File: src/rtl/dmem_arbiter_if.sv
// Bus bundle between the two requesting ports, the shared data memory and the
// arbiter. The arbiter takes the slave view. The environment holding the core,
// the debug port and the memory takes the master view.
interface dmem_arbiter_if #(
    parameter int ADDR_W = 32,
    parameter int DATA_W = 32
);
    logic              c_req;
    logic              c_we;
    logic [ADDR_W-1:0] c_addr;
    logic [DATA_W-1:0] c_wdata;
    logic              c_gnt;
    logic              c_rvalid;
    logic [DATA_W-1:0] c_rdata;

    logic              d_req;
    logic              d_we;
    logic [ADDR_W-1:0] d_addr;
    logic [DATA_W-1:0] d_wdata;
    logic              d_gnt;
    logic              d_rvalid;
    logic [DATA_W-1:0] d_rdata;

    logic              core_stall;

    logic              m_en;
    logic              m_we;
    logic [ADDR_W-1:0] m_addr;
    logic [DATA_W-1:0] m_wdata;
    logic [DATA_W-1:0] m_rdata;

    modport master (
        output c_req, c_we, c_addr, c_wdata,
        output d_req, d_we, d_addr, d_wdata,
        output m_rdata,
        input  c_gnt, c_rvalid, c_rdata,
        input  d_gnt, d_rvalid, d_rdata,
        input  core_stall,
        input  m_en, m_we, m_addr, m_wdata
    );

    modport slave (
        input  c_req, c_we, c_addr, c_wdata,
        input  d_req, d_we, d_addr, d_wdata,
        input  m_rdata,
        output c_gnt, c_rvalid, c_rdata,
        output d_gnt, d_rvalid, d_rdata,
        output core_stall,
        output m_en, m_we, m_addr, m_wdata
    );
endinterface

File: src/rtl/dmem_arbiter.sv
// Round-robin arbiter and sequencer that lets the core load/store port and the
// debug/loader port share a single-ported data memory with a fixed read latency.
// Only one transaction is in flight at a time. A read keeps the arbiter in
// RD_WAIT until the memory data is captured for the port that issued it.
module dmem_arbiter #(
    parameter int ADDR_W  = 32,
    parameter int DATA_W  = 32,
    parameter int MEM_LAT = 1
) (
    input  logic           clk,
    input  logic           reset,
    dmem_arbiter_if.slave  bus
);

    typedef enum logic {
        IDLE    = 1'b0,
        RD_WAIT = 1'b1
    } state_t;

    localparam logic [2:0] LAT_LOAD = 3'(MEM_LAT);

    state_t      state;
    state_t      state_next;
    logic [2:0]  lat_cnt;
    logic [2:0]  lat_cnt_next;
    logic        owner;
    logic        owner_next;
    logic        last_gnt;
    logic        last_gnt_next;

    logic        grant_c;
    logic        grant_d;
    logic        grant_we;
    logic        capture;

    logic              c_rvalid_q;
    logic              d_rvalid_q;
    logic [DATA_W-1:0] c_rdata_q;
    logic [DATA_W-1:0] d_rdata_q;

    // owner and last_gnt use 1 for debug and 0 for core.
    // Arbitration happens only in IDLE. A read grant parks the FSM in RD_WAIT
    // until the memory data is due.
    always_comb begin
        state_next    = state;
        lat_cnt_next  = lat_cnt;
        owner_next    = owner;
        last_gnt_next = last_gnt;
        grant_c       = 1'b0;
        grant_d       = 1'b0;
        grant_we      = 1'b0;
        capture       = 1'b0;
        case (state)
            IDLE: begin
                if (bus.c_req && bus.d_req) begin
                    grant_c = last_gnt;
                    grant_d = ~last_gnt;
                end else begin
                    grant_c = bus.c_req;
                    grant_d = bus.d_req;
                end
                grant_we = grant_c ? bus.c_we : bus.d_we;
                if (grant_c || grant_d) begin
                    last_gnt_next = grant_d;
                    if (!grant_we) begin
                        state_next   = RD_WAIT;
                        lat_cnt_next = LAT_LOAD;
                        owner_next   = grant_d;
                    end
                end
            end
            RD_WAIT: begin
                lat_cnt_next = lat_cnt - 3'd1;
                if (lat_cnt == 3'd1) begin
                    capture    = 1'b1;
                    state_next = IDLE;
                end
            end
            default: begin
                state_next = IDLE;
            end
        endcase
    end

    // FSM, latency counter, read owner and round-robin pointer registers
    always_ff @(posedge clk or negedge reset) begin
        if (!reset) begin
            state    <= IDLE;
            lat_cnt  <= 3'd0;
            owner    <= 1'b0;
            last_gnt <= 1'b1;
        end else begin
            state    <= state_next;
            lat_cnt  <= lat_cnt_next;
            owner    <= owner_next;
            last_gnt <= last_gnt_next;
        end
    end

    // Returned read data lands only in the owner's registers. The rvalid pulse
    // appears the cycle after the memory data is sampled.
    always_ff @(posedge clk or negedge reset) begin
        if (!reset) begin
            c_rvalid_q <= 1'b0;
            d_rvalid_q <= 1'b0;
            c_rdata_q  <= '0;
            d_rdata_q  <= '0;
        end else begin
            c_rvalid_q <= capture && !owner;
            d_rvalid_q <= capture && owner;
            if (capture && !owner) begin
                c_rdata_q <= bus.m_rdata;
            end
            if (capture && owner) begin
                d_rdata_q <= bus.m_rdata;
            end
        end
    end

    assign bus.c_gnt      = grant_c;
    assign bus.d_gnt      = grant_d;
    assign bus.core_stall = bus.c_req && !grant_c;

    assign bus.m_en    = grant_c || grant_d;
    assign bus.m_we    = (grant_c || grant_d) && grant_we;
    assign bus.m_addr  = grant_c ? bus.c_addr  : (grant_d ? bus.d_addr  : '0);
    assign bus.m_wdata = grant_c ? bus.c_wdata : (grant_d ? bus.d_wdata : '0);

    assign bus.c_rvalid = c_rvalid_q;
    assign bus.d_rvalid = d_rvalid_q;
    assign bus.c_rdata  = c_rdata_q;
    assign bus.d_rdata  = d_rdata_q;

endmodule
File: src/flat_wrapper.sv
// flat-port wrapper written by rule: the top's interface ports become plain ports
module dmem_arbiter_flat 
#(
    parameter int ADDR_W  = 32,
    parameter int DATA_W  = 32,
    parameter int MEM_LAT = 1
)
  (clk, reset, bus_c_req, bus_c_we, bus_c_addr, bus_c_wdata, bus_d_req, bus_d_we, bus_d_addr, bus_d_wdata, bus_m_rdata, bus_c_gnt, bus_c_rvalid, bus_c_rdata, bus_d_gnt, bus_d_rvalid, bus_d_rdata, bus_core_stall, bus_m_en, bus_m_we, bus_m_addr, bus_m_wdata);
  dmem_arbiter_if #(.ADDR_W(ADDR_W), .DATA_W(DATA_W)) bus_i ();
  input  logic clk;
  input  logic reset;
  input wire logic [$bits(bus_i.c_req)-1:0] bus_c_req;
  input wire logic [$bits(bus_i.c_we)-1:0] bus_c_we;
  input wire logic [$bits(bus_i.c_addr)-1:0] bus_c_addr;
  input wire logic [$bits(bus_i.c_wdata)-1:0] bus_c_wdata;
  input wire logic [$bits(bus_i.d_req)-1:0] bus_d_req;
  input wire logic [$bits(bus_i.d_we)-1:0] bus_d_we;
  input wire logic [$bits(bus_i.d_addr)-1:0] bus_d_addr;
  input wire logic [$bits(bus_i.d_wdata)-1:0] bus_d_wdata;
  input wire logic [$bits(bus_i.m_rdata)-1:0] bus_m_rdata;
  output wire logic [$bits(bus_i.c_gnt)-1:0] bus_c_gnt;
  output wire logic [$bits(bus_i.c_rvalid)-1:0] bus_c_rvalid;
  output wire logic [$bits(bus_i.c_rdata)-1:0] bus_c_rdata;
  output wire logic [$bits(bus_i.d_gnt)-1:0] bus_d_gnt;
  output wire logic [$bits(bus_i.d_rvalid)-1:0] bus_d_rvalid;
  output wire logic [$bits(bus_i.d_rdata)-1:0] bus_d_rdata;
  output wire logic [$bits(bus_i.core_stall)-1:0] bus_core_stall;
  output wire logic [$bits(bus_i.m_en)-1:0] bus_m_en;
  output wire logic [$bits(bus_i.m_we)-1:0] bus_m_we;
  output wire logic [$bits(bus_i.m_addr)-1:0] bus_m_addr;
  output wire logic [$bits(bus_i.m_wdata)-1:0] bus_m_wdata;
  assign bus_i.c_req = bus_c_req;
  assign bus_i.c_we = bus_c_we;
  assign bus_i.c_addr = bus_c_addr;
  assign bus_i.c_wdata = bus_c_wdata;
  assign bus_i.d_req = bus_d_req;
  assign bus_i.d_we = bus_d_we;
  assign bus_i.d_addr = bus_d_addr;
  assign bus_i.d_wdata = bus_d_wdata;
  assign bus_i.m_rdata = bus_m_rdata;
  assign bus_c_gnt = bus_i.c_gnt;
  assign bus_c_rvalid = bus_i.c_rvalid;
  assign bus_c_rdata = bus_i.c_rdata;
  assign bus_d_gnt = bus_i.d_gnt;
  assign bus_d_rvalid = bus_i.d_rvalid;
  assign bus_d_rdata = bus_i.d_rdata;
  assign bus_core_stall = bus_i.core_stall;
  assign bus_m_en = bus_i.m_en;
  assign bus_m_we = bus_i.m_we;
  assign bus_m_addr = bus_i.m_addr;
  assign bus_m_wdata = bus_i.m_wdata;
  dmem_arbiter #(.ADDR_W(ADDR_W), .DATA_W(DATA_W), .MEM_LAT(MEM_LAT)) u_core (.clk(clk), .reset(reset), .bus(bus_i));
endmodule
File: config.mk
export PLATFORM = sky130hd
export DESIGN_NAME = dmem_arbiter_flat
export DESIGN_NICKNAME = d
export VERILOG_FILES = /design/src/rtl/dmem_arbiter_if.sv /design/src/rtl/dmem_arbiter.sv /design/src/flat_wrapper.sv
export SDC_FILE = /design/constraint.sdc
export NUM_CORES = 1
export LEC_CHECK = 0
export CORE_ASPECT_RATIO = 0.75
export CORE_MARGIN = 5
export CORE_UTILIZATION = 33
export CTS_CLUSTER_DIAMETER = 40
export DETAILED_ROUTE_END_ITERATION = 10
export HOLD_SLACK_MARGIN = 0.15
export PLACE_DENSITY = 0.82
export SLEW_MARGIN = 10
export SYNTH_ARGS = -nofsm -noshare
export SYNTH_HDL_FRONTEND = slang
export SYNTH_SLANG_ARGS = --single-unit
export TNS_END_PERCENT = 30
File: constraint.sdc
create_clock -name clk -period 2.1 [get_ports clk]
set_input_delay 0.63 -clock clk [delete_from_list [all_inputs] [get_ports clk]]
set_output_delay 0.63 -clock clk [all_outputs]
set_load 0.005 [all_outputs]
==> results of run 1 <==
## worst min path at each step
stage                 startpoint               endpoint  cells after the start
2_1_floorplan              reset  u_core.bus.c_rdata[0]                      0
3_3_place_gp   u_core.lat_cnt[1]      u_core.lat_cnt[1]                      1
3_5_place_dp   u_core.lat_cnt[1]      u_core.lat_cnt[1]                      1
4_1_cts                    reset  u_core.bus.c_rdata[9]                      2
5_1_grt                    reset  u_core.bus.c_rdata[9]                      2
6_report                   reset  u_core.bus.c_rdata[9]                      2
## worst max-delay path: cells and delay by family, from the launching register on
family,cells,cell delay [ns]
compound gates,1,0.16
buf+inv,5,0.58
flops,1,0.56
simple gates,3,0.34
## what timing repair did
item | CTS | global route
cloned | 9 | 0
pin swaps | 28 | 22
setup endpoints to repair | 69 | 68
resized for setup | 317 | 8
setup buffers | 22 | 2
## flip-flops by register name (all words and copies together) (netlist names)
register,cells
u_core.state,1
u_core.bus.c_rvalid,1
u_core.last_gnt,1
u_core.bus.d_rvalid,1
u_core.owner,1
u_core.lat_cnt,3
u_core.bus.d_rdata,32
u_core.bus.c_rdata,32
## logic make-up (layout without fill, tap and decap cells)
family / after synthesis / in the layout / share of synthesized area [%]
AO/OA/AOI/OAI: 73 / 73 / 17.5
XOR/XNOR: 1 / 1 / 0.243
adder cells (fa/ha/maj): 2 / 2 / 0.694
buffers and inverters: 25 / 371 / 5.76
flip-flops: 72 / 72 / 50.0
multiplexers: 65 / 65 / 23.3
AND/OR/NAND/NOR: 17 / 17 / 2.53
## layout by cell type, fill, tap and decap left out, drive strengths merged, types with 5 or more instances in the layout
cell type and count:
inv 5, nor2 7, nand2 5, buf 121
mux2 64, a22o 65, clkbuf 13, dfrtp 71
clkdlybuf4s50 228
## metal layers
metal	wire, um	part of all wire [%]	GRT usage, %	vias up
met3	1790	10	8.90	27
met1	6290	37	29.5	1821
met4	455	2.7	9.25	0
met5	0	0	0	-
li1	-	-	-	1663
met2	8580	50	41.4	191
## cell usage after synthesis
| library cell | n | share of area [%] |
|---|---|---|
| dfrtp_1 | 71 | 49 |
| nand2b_1 | 1 | 0.17 |
| ha_1 | 2 | 0.69 |
| nor2b_1 | 2 | 0.35 |
| xor2_1 | 1 | 0.24 |
| o221a_2 | 1 | 0.31 |
| buf_4 | 5 | 1.0 |
| buf_6 | 12 | 3.7 |
| a211o_1 | 2 | 0.49 |
| nand2_2 | 1 | 0.17 |
| a31oi_1 | 1 | 0.17 |
| a22o_1 | 65 | 16 |
| o21ai_0 | 2 | 0.28 |
| o2bb2ai_1 | 1 | 0.24 |
| nand2_1 | 4 | 0.42 |
| nor3_4 | 1 | 0.45 |
| a2111oi_0 | 1 | 0.24 |
| mux2_2 | 35 | 11 |
| and3_1 | 1 | 0.17 |
| inv_1 | 4 | 0.42 |
| mux2_4 | 29 | 12 |
| dfstp_2 | 1 | 0.73 |
| mux2i_1 | 1 | 0.28 |
| nor2_1 | 6 | 0.62 |
| nor2_2 | 1 | 0.17 |
| buf_2 | 4 | 0.55 |
## final cells by class
cell class	instances	area share, %
inverter	4	0.203
sequential	72	24.4
tap	140	2.37
clock inverter	4	1.03
clock buffer	12	3.33
multi-input combinational	158	22.6
timing repair buffer	351	46.1
## power by group through the flow
stage	clock (mW)	sequential (mW)	combinational, mW
floorplan	0	2.52	1.96
global placement	0	2.48	4.61
detailed placement	0	2.51	4.70
CTS	1.68	2.51	5.03
global route	1.76	2.61	5.35
finish	1.64	2.51	5.06
==> results.toml, run 1 <==
[grt]
grt_max_degree = 73
grtUsageTotal_pct = 24.8
antenna_found_initial = 0
grt_pass1_wl_um = 24600
grt_overflow = 0
grt_pass1_vias = 4137

[synth]
netlist_instances = 255
ys_types = 26
netlist_area_um2 = 3610
yosysSeqAreaShare_pct = 50.0
ys_warn_count = 0
synth-seq-cells = 72
syn-num-nets = 423
syn_avg_cell_area_um2 = 14.1

[min_path]
hold_class = "in -> async"

[detailed_routing]
dr.pass1.iters = 4
wire_per_inst_um = 23.1
wl_um = 17100
drc = 0
vias = 3702
postRouteAntennaNets = 0
vias_per_cell = 5.00
drtIter0Drc = 157

[critical_path]
cp_max_fo = 5
path_cells = "nand2b_4, nand2_4, nor2_4, buf_12, buf_8, buf_12, buf_8, a22o_1, buf_2"
reg2reg_to = "u_core.owner"
rrSetupSlack_ns = 0.31
r2r-start = "u_core.last_gnt"
path_class = "reg -> out"
crit_end = "bus_m_wdata[23]"
worstPathRequired_ns = 1.47
cpPeakStageDelay_ns = 0.56
crit_path_start_kind = "register"
critPathCaptureType = "primary output"
slowest_stage = "dfstp_2"
rr_worst_depth = 6
crit_arrival_ns = 1.97
startpoint = "u_core.last_gnt"

[final_layout]
instances_no_fill = 741
antenna_cells = 0
stdcell_area_um2 = 7400
nNetsFinal = 764
fin_util_pct = 68.4
area_growth_pct = 105
ff_latch_area_um2 = 1800
fillers = 784
drive_above_1_share_pct = 36.1
multi_input_area_um2 = 1670

[placed_design]
dpl.cell_count = 692
place_congestion = 0.883
place_area_um2 = 6800
io_buffers = 300
dp_hpwl_um = 12300
pre_cts_ws_ns = -1.05

[timing]
period_needed_ns = 2.60
max_freq_mhz = 384
relSlewSlack_pct = 66.7
slew_viol_final = 0
hold_violations = 0
finalSetupTns_ns = -26.78
worstMarginPinSlew_ns = 0.487
rsz0062_at_grt = "true"
finalHoldWorstSlack_ns = 0.332
period_share_pct = 124
finalSetupViolCount = 68
setup_slack_ns = -0.502
skew_ns = 0.00575

[power]
pwr-share-clk_pct = 17.8
seq_power_share_pct = 27.2
swShare_pct = 29.4
finalPower_mw = 9.20
p_switching_mw = 2.70
power_density_nw_per_um2 = 1240
ir_worst_vdd_mv = 0.936
internal-power_mw = 6.50
combPwrFrac_pct = 55.0
leakagePower_nw = 3.42

[clock_tree]
tritoncts = "done"
clockBufferDepth = 2
clk_latency_ns = 0.32
htreeDepth = 3
numClockSinks = 72
cts_root_buffer = "clkbuf_16"
cts_buffers = 9
postCtsHoldBufs = 0
clk_pin_slew_ns = 0.06

[floorplan]
io_pins = 301
fp.dieW_um = 131
initial_core_util_pct = 33.3
fp.dieH_um = 101
num_rows = 33
die_area_um2 = 13100
coreArea_um2 = 10800

[run_status]
violations = "setup timing"
status = "finished, violations left"

[job]
drv_cap = 0
Note: power is estimated with default switching activity, not from simulation.
==> inputs of run 2 (changes only) <==
--- a/config.mk
+++ b/config.mk
@@ -11,7 +11,10 @@
 export CTS_CLUSTER_DIAMETER = 40
 export DETAILED_ROUTE_END_ITERATION = 10
 export HOLD_SLACK_MARGIN = 0.15
+export MAX_ROUTING_LAYER = met4
 export PLACE_DENSITY = 0.82
+export SETUP_SLACK_MARGIN = 0.02
+export SKIP_CTS_REPAIR_TIMING = 1
 export SLEW_MARGIN = 10
 export SYNTH_ARGS = -nofsm -noshare
 export SYNTH_HDL_FRONTEND = slang
==> run 2 against run 1 <==
The run still ends with setup timing left. Sequential power about the same. First-iteration DRC count decreased by 29%. Routed wire length decreased by 3.4%. Worst setup slack improved by 0.0065 ns. Count of clock-buffer cells in the layout increased by 1. Flip-flop and latch count unchanged. Die area unchanged. Final area decreased by 3.3%. Maximum frequency increased by 0.25%. Sequential share of layout area increased by 0.84 points. Critical path depth unchanged. Utilization decreased by 2.3 points. Critical path type unchanged. Critical endpoint is now bus_m_wdata[20].
==> results.toml, run 2 (synthesis results as in run 1) <==
[clock_tree]
clk_latency_ns = 0.33
clockBufferDepth = 2
cts_root_buffer = "clkbuf_16"
numClockSinks = 72
tritoncts = "done"
cts_buffers = 9
clk_pin_slew_ns = 0.06
htreeDepth = 3

[critical_path]
crit_arrival_ns = 1.97
rrSetupSlack_ns = 0.39
cpPeakStageDelay_ns = 0.55
cp_max_fo = 7
slowest_stage = "dfstp_2"
startpoint = "u_core.last_gnt"
reg2reg_to = "u_core.bus.c_rdata[11]"
cp_common_cell = "buf_12"
rr_worst_depth = 5
worstPathRequired_ns = 1.47
crit_path_start_kind = "register"
path_cells = "nand2b_4, nand2_4, nor2_4, buf_12, buf_12, buf_8, clkbuf_16, a22o_1, buf_2"
critPathCaptureType = "primary output"
path_class = "reg -> out"
r2r-start = "u_core.state"
crit_end = "bus_m_wdata[20]"

[floorplan]
io_pins = 301
fp.dieH_um = 101
initial_core_util_pct = 33.3
die_area_um2 = 13100
coreArea_um2 = 10800
fp.dieW_um = 131
num_rows = 33

[power]
internal-power_mw = 6.23
ir_worst_vdd_mv = 0.960
pwr-share-clk_pct = 18.0
p_switching_mw = 2.63
power_density_nw_per_um2 = 1240
leakagePower_nw = 3.31
combPwrFrac_pct = 53.5
seq_power_share_pct = 28.5
finalPower_mw = 8.86
swShare_pct = 29.7

[detailed_routing]
vias = 3680
drc = 0
dr.pass1.iters = 4
drtIter0Drc = 111
wl_met1_um = 6120
wl_met2_um = 8250
met3_length_um = 1560
highest_layer = "met4"
postRouteAntennaNets = 0
wl_um = 16500
wire_per_inst_um = 22.7
vias_per_cell = 5.05

[final_layout]
nNetsFinal = 751
stdcell_area_um2 = 7150
final_common_cell = "clkdlybuf4s50_1"
final_cell_mix = "clkdlybuf4s50_1 (228), dfrtp_1 (70), a22o_1 (65)"
antenna_cells = 0
drive_above_1_share_pct = 34.0
area_growth_pct = 98.3
instances_no_fill = 728

[run_status]
violations = "setup timing"
status = "finished, violations left"

[timing]
period_share_pct = 124
rsz0062_at_grt = "true"
finalSetupViolCount = 68
finalSetupTns_ns = -25.96
period_needed_ns = 2.60
relSlewSlack_pct = 74.2
max_freq_mhz = 385
slew_viol_final = 0
setup_slack_ns = -0.495
hold_violations = 0
skew_ns = 0.00580
worstMarginPinSlew_ns = 0.377

[min_path]
hold_class = "in -> async"

[job]
drv_cap = 0

[grt]
grt_pass1_wl_um = 22500
grt_pass1_vias = 3951
grtUsageTotal_pct = 23.3
grt_max_degree = 73
antenna_found_initial = 0
grt_overflow = 0

[placed_design]
io_buffers = 300
place_area_um2 = 6830
pre_cts_ws_ns = -0.994
dpl.cell_count = 692
place_congestion = 0.860
dp_hpwl_um = 12600
[run 2: worst min path at each step]
stage	cells past startpoint	slack (ns)	start	endpoint
3_5_place_dp	1	0.49	u_core.lat_cnt[1]	u_core.lat_cnt[1]
3_3_place_gp	1	0.47	u_core.lat_cnt[1]	u_core.lat_cnt[1]
2_1_floorplan	0	0.33	reset	u_core.bus.c_rdata[0]
5_1_grt	2	0.35	reset	u_core.bus.d_rdata[9]
6_report	2	0.32	reset	u_core.bus.c_rdata[4]
4_1_cts	2	0.34	reset	u_core.bus.c_rdata[4]
[run 2: worst max-delay path, delay by kind of cell, from the launching register on]
| family | cells | cell delay, ns |
|---|---|---|
| buffers and inverters | 5 | 0.61 |
| flip-flops | 1 | 0.55 |
| AND/OR/NAND/NOR | 3 | 0.34 |
| AO/OA/AOI/OAI | 1 | 0.13 |
[run 2: per-stage QoR]
stage          hold WS [ns]  utilization [%]
2_1_floorplan         0.334                -
3_3_place_gp          0.472             63.1
3_5_place_dp          0.492             63.1
4_1_cts               0.337             66.0
5_1_grt               0.349             66.1
6_report              0.323             66.1
[run 2: layout make-up]
cell class              count  area (um2)
clock buffers              13         270
inverters                   4        15.0
flip-flops and latches     72        1800
repair buffers            338        3210
well taps                 140         175
clock inverters             3        47.5
fillers                   842        3660
multi-input cells         158        1630
[run 2: power groups by stage]
stage                     Sequential [mW]  Combinational, mW  Clock [mW]
after floorplan                      2.52               1.96           0
after global placement               2.49               4.62           0
after detailed placement             2.52               4.73           0
after CTS                            2.52               4.75        1.63
after global routing                 2.62               5.02        1.72
final                                2.52               4.74        1.59
[run 2: per-layer routing]
layer | up-vias | global-route usage [%]
met3 | 35 | 8.79
met1 | 1813 | 25.5
met2 | 198 | 38.3
li1 | 1634 | -
met5 | - | -
met4 | 0 | 9.17
==> inputs of run 3 (changes only) <==
--- a/config.mk
+++ b/config.mk
@@ -5,14 +5,14 @@
 export SDC_FILE = /design/constraint.sdc
 export NUM_CORES = 1
 export LEC_CHECK = 0
-export CORE_ASPECT_RATIO = 0.75
-export CORE_MARGIN = 5
-export CORE_UTILIZATION = 33
+export CORE_AREA = 2 2 118 120
 export CTS_CLUSTER_DIAMETER = 40
 export DETAILED_ROUTE_END_ITERATION = 10
+export DIE_AREA = 0 0 120 122
 export HOLD_SLACK_MARGIN = 0.15
 export MAX_ROUTING_LAYER = met4
-export PLACE_DENSITY = 0.82
+export PLACE_DENSITY = 0.69
+export REMOVE_ABC_BUFFERS = 1
 export SETUP_SLACK_MARGIN = 0.02
 export SKIP_CTS_REPAIR_TIMING = 1
 export SLEW_MARGIN = 10
==> run 3 against run 2 <==
The run still ends with setup timing left. Maximum frequency grew 4.6%. Critical path type unchanged. Sequential power barely moved. Largest cell class unchanged. Clock skew grew 0.0012 ns.
==> results.toml, run 3 (synthesis results as in run 1) <==
[run_status]
status = "finished, violations left"
violations = "setup timing"

[critical_path]
reg2reg_to = "u_core.bus.d_rdata[14]"
cp_max_fo = 6
path_cells = "buf_6, nand2_4, nand2_2, nor2_4, buf_12, clkbuf_16, a22o_1, buf_2"
rr_worst_depth = 6
crit_end = "bus_m_addr[0]"
r2r-start = "u_core.state"
path_class = "reg -> out"
crit_path_start_kind = "register"
crit_arrival_ns = 1.85
cp.depth = 8
cpPeakStageDelay_ns = 0.54
worstPathRequired_ns = 1.47
path_buf_inv = 4
slowest_stage = "dfstp_2"
cpLargestDelayFamily = "flip-flops"
critPathCaptureType = "primary output"
startpoint = "u_core.last_gnt"
rrSetupSlack_ns = 0.41

[final_layout]
area_growth_pct = 108
instances_no_fill = 775
nNetsFinal = 753
final_cell_mix = "clkdlybuf4s50_1 (228), dfrtp_1 (70), a22o_1 (63)"
drive_above_1_share_pct = 28.1
final_common_cell = "clkdlybuf4s50_1"
stdcell_area_um2 = 7490

[timing]
skew_ns = 0.00705
max_freq_mhz = 403
setup_slack_ns = -0.382
relSlewSlack_pct = 74.7
period_share_pct = 118
worstMarginPinSlew_ns = 0.370
rsz0062_at_grt = "true"
period_needed_ns = 2.48
finalSetupViolCount = 68
hold_violations = 0
slew_viol_final = 0

[grt]
grt_pass1_wl_um = 23300
grtUsageTotal_pct = 22.6
grt_pass1_vias = 3657
grt_max_degree = 73
antenna_found_initial = 3
grt_overflow = 0

[detailed_routing]
drc = 0
vias = 3696
wire_per_inst_um = 23.3
vias_per_cell = 4.77
postRouteAntennaNets = 0
wl_um = 18100
dr.pass1.iters = 5
drtIter0Drc = 181

[clock_tree]
tritoncts = "done"
clk_latency_ns = 0.33
cts_root_buffer = "clkbuf_16"
numClockSinks = 72
clk_pin_slew_ns = 0.06
clockBufferDepth = 2
cts_buffers = 9
htreeDepth = 3

[placed_design]
place_area_um2 = 6870
dp_hpwl_um = 13200
place_congestion = 0.896
dpl.cell_count = 733
pre_cts_ws_ns = -1.02
io_buffers = 300

[power]
leakagePower_nw = 3.86
ir_worst_vdd_mv = 0.739
power_density_nw_per_um2 = 1200

[floorplan]
fp.dieW_um = 120
io_pins = 301
coreArea_um2 = 13500
die_area_um2 = 14600
num_rows = 43
initial_core_util_pct = 26.7
fp.dieH_um = 122

[min_path]
hold_class = "in -> async"

[job]
drv_cap = 0
-- run 3: report_power, final --
| part | internal (mW) | leakage (nW) | switching [mW] |
|---|---|---|---|
| Combinational | 3.26 | 2.85 | 1.67 |
| Clock | 0.981 | 0.150 | 0.550 |
| Sequential | 2.10 | 0.859 | 0.425 |
-- run 3: how the worst min path moves through the flow --
stage                                 start                endpoint  slack, ns  cells past startpoint
after CTS                             reset  u_core.bus.d_rdata[14]       0.35                      2
after global routing                  reset  u_core.bus.c_rdata[26]       0.36                      2
after global placement    u_core.lat_cnt[1]       u_core.lat_cnt[1]       0.47                      1
after detailed placement  u_core.lat_cnt[1]       u_core.lat_cnt[1]       0.48                      1
final                                 reset  u_core.bus.c_rdata[10]       0.32                      2
after floorplan                       reset   u_core.bus.c_rdata[0]       0.33                      0
-- run 3: metrics by stage --
step | TNS [ns] | util [%] | hold slack [ns] | power, mW
2_1_floorplan | -116.93 | - | 0.334 | 4.33
3_3_place_gp | -63.27 | 50.9 | 0.475 | 7.18
3_5_place_dp | -64.48 | 50.9 | 0.477 | 7.27
4_1_cts | -65.26 | 53.1 | 0.346 | 8.88
5_1_grt | -27.45 | 55.4 | 0.360 | 9.47
6_report | -23.16 | 55.5 | 0.321 | 8.99
-- run 3: layout make-up --
cell class                      instances  area, um2
Inverter                                4       15.0
Antenna cell                            5       12.5
Clock buffer                           13        260
Tap cell                              180        225
Sequential cell                        72       1800
Timing Repair Buffer                  340       3480
Multi-Input combinational cell        158       1650
Fill cell                            1122       6010
Clock inverter                          3       40.0
-- run 3: routing by layer --
layer  GRT usage, %  share of wire (%)  up-vias  wire, um
met3           9.13                 10       27      1830
met1           26.9                 39     1835      7130
met4           6.84                3.2        0       571
li1               -                  -     1641         -
met2           35.2                 47      193      8530
met5              -                  0        -         0
